[src/rtl/prbs3_pkg.sv]
// Shared definitions for the 3-bit PRBS checker: FSM states, recurrence taps,
// the generator seed and the sequence period.
package prbs3_pkg;

  typedef enum logic [1:0] {
    SEED   = 2'd0,
    HUNT   = 2'd1,
    LOCKED = 2'd2
  } state_t;

  // s[n] = s[n-2] ^ s[n-3]; hist[0] is the newest sample
  localparam int          PRBS3_TAP_A  = 1;
  localparam int          PRBS3_TAP_B  = 2;
  localparam logic [2:0]  PRBS3_SEED   = 3'b111;
  localparam int          PRBS3_PERIOD = 7;

  function automatic logic prbs3_predict(input logic [2:0] h);
    return h[PRBS3_TAP_A] ^ h[PRBS3_TAP_B];
  endfunction

endpackage

[src/rtl/prbs3_ref_gen.sv]
// History/prediction register for the PRBS3 checker; loads either the line
// bit (while acquiring) or its own prediction (free-running local generator).
module prbs3_ref_gen
  import prbs3_pkg::*;
(
  input  logic       clk,
  input  logic       reset,
  input  logic       clr,
  input  logic       shift_din,
  input  logic       shift_pred,
  input  logic       din,
  output logic [2:0] hist,
  output logic       pred
);

  logic [2:0] hist_reg;
  logic [2:0] hist_next;

  assign pred         = prbs3_predict(hist_reg);
  assign hist_next[0] = shift_din ? din : pred;

  genvar gi;
  generate
    for (gi = 1; gi < 3; gi++) begin : g_shift
      assign hist_next[gi] = hist_reg[gi-1];
    end
  endgenerate

  always_ff @(posedge clk or posedge reset) begin
    if (reset) begin
      hist_reg <= '0;
    end else if (clr) begin
      hist_reg <= '0;
    end else if (shift_din || shift_pred) begin
      hist_reg <= hist_next;
    end
  end

  assign hist = hist_reg;

endmodule

[config.mk]
export PLATFORM = sky130hd
export DESIGN_NAME = prbs3_ref_gen
export DESIGN_NICKNAME = d
export VERILOG_FILES = /design/src/rtl/prbs3_pkg.sv /design/src/rtl/prbs3_ref_gen.sv
export SDC_FILE = /design/constraint.sdc
export NUM_CORES = 1
export LEC_CHECK = 0
export ABC_AREA = 1
export BUFFER_PORTS_ARGS = -buffer_cell sky130_fd_sc_hd__buf_2
export CAP_MARGIN = 10
export CORE_AREA = 3 3 40 42
export DETAILED_ROUTE_END_ITERATION = 10
export DIE_AREA = 0 0 43 45
export PLACE_DENSITY = 0.36
export RECOVER_POWER = 25
export REMOVE_ABC_BUFFERS = 1
export SLEW_MARGIN = 15
export SYNTH_ARGS = -nofsm -noshare
export SYNTH_HDL_FRONTEND = slang
export SYNTH_SLANG_ARGS = --single-unit
[constraint.sdc]
create_clock -name clk -period 1.2 [get_ports clk]
set_input_delay 0.06 -clock clk [delete_from_list [all_inputs] [get_ports clk]]
set_output_delay 0.06 -clock clk [all_outputs]
set_load 0.02 [all_outputs]
==> flow_summary.yaml <==
synthesis:
  post_synth_most_frequent_cells: "sky130_fd_sc_hd__nand2_1, sky130_fd_sc_hd__inv_2, sky130_fd_sc_hd__nand3_1"
  yosys_register_bits: 3
  synth_largest_area_cell: "sky130_fd_sc_hd__dfrtp_1"
  syn-cell-area_um2: 185
  top_count_cell_post_synth: "sky130_fd_sc_hd__nand2_1"
  synthesis.yosys.warnings: 0
  synth_top_area_share_pct: 40.5
  netlist-cell-type-count: 10
  synthTopCellsByArea: "sky130_fd_sc_hd__dfrtp_1, sky130_fd_sc_hd__nand2_1, sky130_fd_sc_hd__nand3_1"
  synthesis.area_per_instance_um2: 7.12
  async_reset_ff_share_pct: 100
  synth_cells: 26
  synth.yosys.seq_area_share_pct: 40.5
  post_synth_top_flop: "sky130_fd_sc_hd__dfrtp_1"
  synth_enable_flop_cells: 0
timing:
  slew-limit-headroom_pct: 90.3
  max_slew_violation_total_from_the_final_report: 0
  period_minus_slack_ps: 1050
  rsz0062_at_grt: "no"
  finalHoldViolCount: 0
  timing_worst_slew_pin_value_ps: 145
  setup-violations-final: 0
  worst_clock_skew_ps: 7.10
  fmax_ghz: 0.957
  finalSetupTns_ps: 0
  final.period_utilization_pct: 87.1
placed_design:
  gp_congestion: 0.639
  placement.cell_area_um2: 249
  port_buffers: 9
  hpwl_um: 357
outcome:
  status: "complete, no violations"
cts:
  numCtsBuffers: 3
  cts_htree_levels: 1
  ctsLongestPathBuffers: 2
  clock-sinks: 3
  root_buffer: "sky130_fd_sc_hd__clkbuf_4"
  insertion_delay_ps: 240
  cts_tree: "built"
  clk_transition_reported_paths_ps: 40
worst_setup_path:
  critical_path_class: "register to output port"
  critical_register_to_register_path_startpoint: "hist[1]"
  largest_driver_fanout_on_the_critical_path: 3
  critical_path.startpoint: "hist[2]"
  critPathLaunchType: "register"
  crit_required_ps: 1140
  critPathCaptureType: "output port"
  arrival_ps: 990
flow_run:
  cap_violations: 0
global_routing:
  grt_start_max_net_pins: 6
  grt_pass1_vias: 177
  first_pass_grt_wire_length_um: 759
  grt_overflow: 0
  initial_antenna_violation_count: 0
  grtUsageTotal_pct: 5.93
layout:
  largest_register_ffs: 3
  antenna_cells: 0
  fillCellCount: 139
  multi_input_gate_area_um2: 80.1
  final_cell_area_um2: 285
  layout-area-overhead-vs-synth_pct: 54.1
  area.sequential_um2: 75.1
  layout.nets: 47
  post_route_cells_drive_above_1_share_pct: 45.0
route:
  total_wire_length_after_detailed_routing_um: 451
  antenna_violating_nets_post_route: 0
  drt_drc_violations_left: 0
  drt-vias-per-instance: 3.55
  detailed_routing_iteration_count_for_the_pre_antenna_repair_pass: 4
  drt_iter0_drc: 3
  routed_wire_length_per_instance_um: 8.20
  vias: 195
die:
  start_util_pct: 14.4
  top_level_ports: 10
  dieWidth_um: 43
  placement_rows: 13
  dieArea_um2: 1940
  design.core.area_um2: 1280
  die_height_um: 45
power_and_ir_drop:
  power.share.combinational_pct: 16.5
  power.density_cell_area_nw_per_um2: 1240
  pwr-share-seq_pct: 31.3
  pwr-share-clk_pct: 52.2
  p_sw_share_pct: 28.1
  cellLeakagePower_nw: 0.166
  p_sw_mw: 0.0997
  cellInternalPower_mw: 0.255
  worst_ir_drop_vdd_mv: 0.648
hold_path:
  min_from: "clr"
  holdCritPathClass: "input port to register"
==> metal layers <==
layer  vias to the layer above  track usage (%)  routed length [um]
met2                        14             5.69                 125
met1                        73             7.79                 254
met4                         0             1.81                   0
li1                        108                -                   -
met5                         -                0                   0
met3                         0             6.77                  71
==> worst max-delay path, stage by stage, from the launching register on <==
cell	delay, ps
sky130_fd_sc_hd__dfrtp_1	390
sky130_fd_sc_hd__inv_1	80
sky130_fd_sc_hd__nand2_1	60
sky130_fd_sc_hd__nand2_1	60
sky130_fd_sc_hd__buf_2	150
==> metrics by stage <==
| step | instances | hold WS (ps) | power (mW) | setup WS [ps] | utilization (%) |
|---|---|---|---|---|---|
| finish | 55 | 121 | 0.354 | 155 | 22.2 |
| global route | 55 | 144 | 0.386 | 90.1 | 22.2 |
| CTS | 55 | 120 | 0.359 | 155 | 22.2 |
| detailed placement | 50 | -71.6 | 0.169 | 372 | 19.4 |
| global placement | 50 | -66.6 | 0.170 | 357 | 19.4 |
| floorplan | 26 | -186 | 0.147 | 325 | - |
==> path summary, 6_finish.rpt <==
| check | end | slack, ps | depth (start not counted) |
|---|---|---|---|
| max | pred | 150 | 4 |
| min | hist[0] | 120 | 4 |
| max reg2reg | hist[0] | 380 | 4 |
| min reg2reg | hist[0] | 560 | 2 |
| max in group asynchronous | hist[0] | 850 | 3 |
| min in group asynchronous | hist[2] | 220 | 3 |
==> area by class of cell <==
| class | instances | share of cell area, % |
|---|---|---|
| inverters | 8 | 10.5 |
| multi-input cells | 15 | 28.1 |
| repair buffers | 10 | 19.3 |
| clock buffers | 4 | 9.21 |
| flip-flops and latches | 3 | 26.3 |
| well taps | 15 | 6.58 |
==> cells by family after synthesis <==
logic type      share of synthesized area (%)
simple gates                             37.8
flops                                    40.5
compound gates                           5.41
buf+inv                                  16.2
==> power groups by stage <==
| stage | logic (mW) | registers (mW) | clock network [mW] |
|---|---|---|---|
| after floorplan | 0.0292 | 0.118 | 0 |
| after global placement | 0.0580 | 0.112 | 0 |
| after detailed placement | 0.0566 | 0.112 | 0 |
| after CTS | 0.0594 | 0.111 | 0.189 |
| after global routing | 0.0652 | 0.112 | 0.209 |
| final | 0.0584 | 0.111 | 0.185 |
==> layout by cell type, fill, tap and decap left out <==
| master | count |
|---|---|
| sky130_fd_sc_hd__o21ai_1 | 2 |
| sky130_fd_sc_hd__dlygate4sd3_1 | 1 |
| sky130_fd_sc_hd__nand3_2 | 1 |
| sky130_fd_sc_hd__inv_2 | 4 |
| sky130_fd_sc_hd__clkbuf_4 | 3 |
| sky130_fd_sc_hd__nand3_1 | 4 |
| sky130_fd_sc_hd__dfrtp_1 | 3 |
| sky130_fd_sc_hd__clkinv_1 | 1 |
| sky130_fd_sc_hd__nand4_1 | 1 |
| sky130_fd_sc_hd__buf_2 | 9 |
| sky130_fd_sc_hd__clkbuf_1 | 1 |
| sky130_fd_sc_hd__nand2_4 | 1 |
| sky130_fd_sc_hd__inv_1 | 3 |
| sky130_fd_sc_hd__nand2_1 | 6 |
==> timing repair <==
action / 4_1_cts / 5_1_grt
buffers inserted: 0 / 0
hold endpoints to repair: 3 / 0
hold buffers: 1 / 0
resized for setup: 0 / 0
No activity file was read; power rests on OpenSTA's default activity.
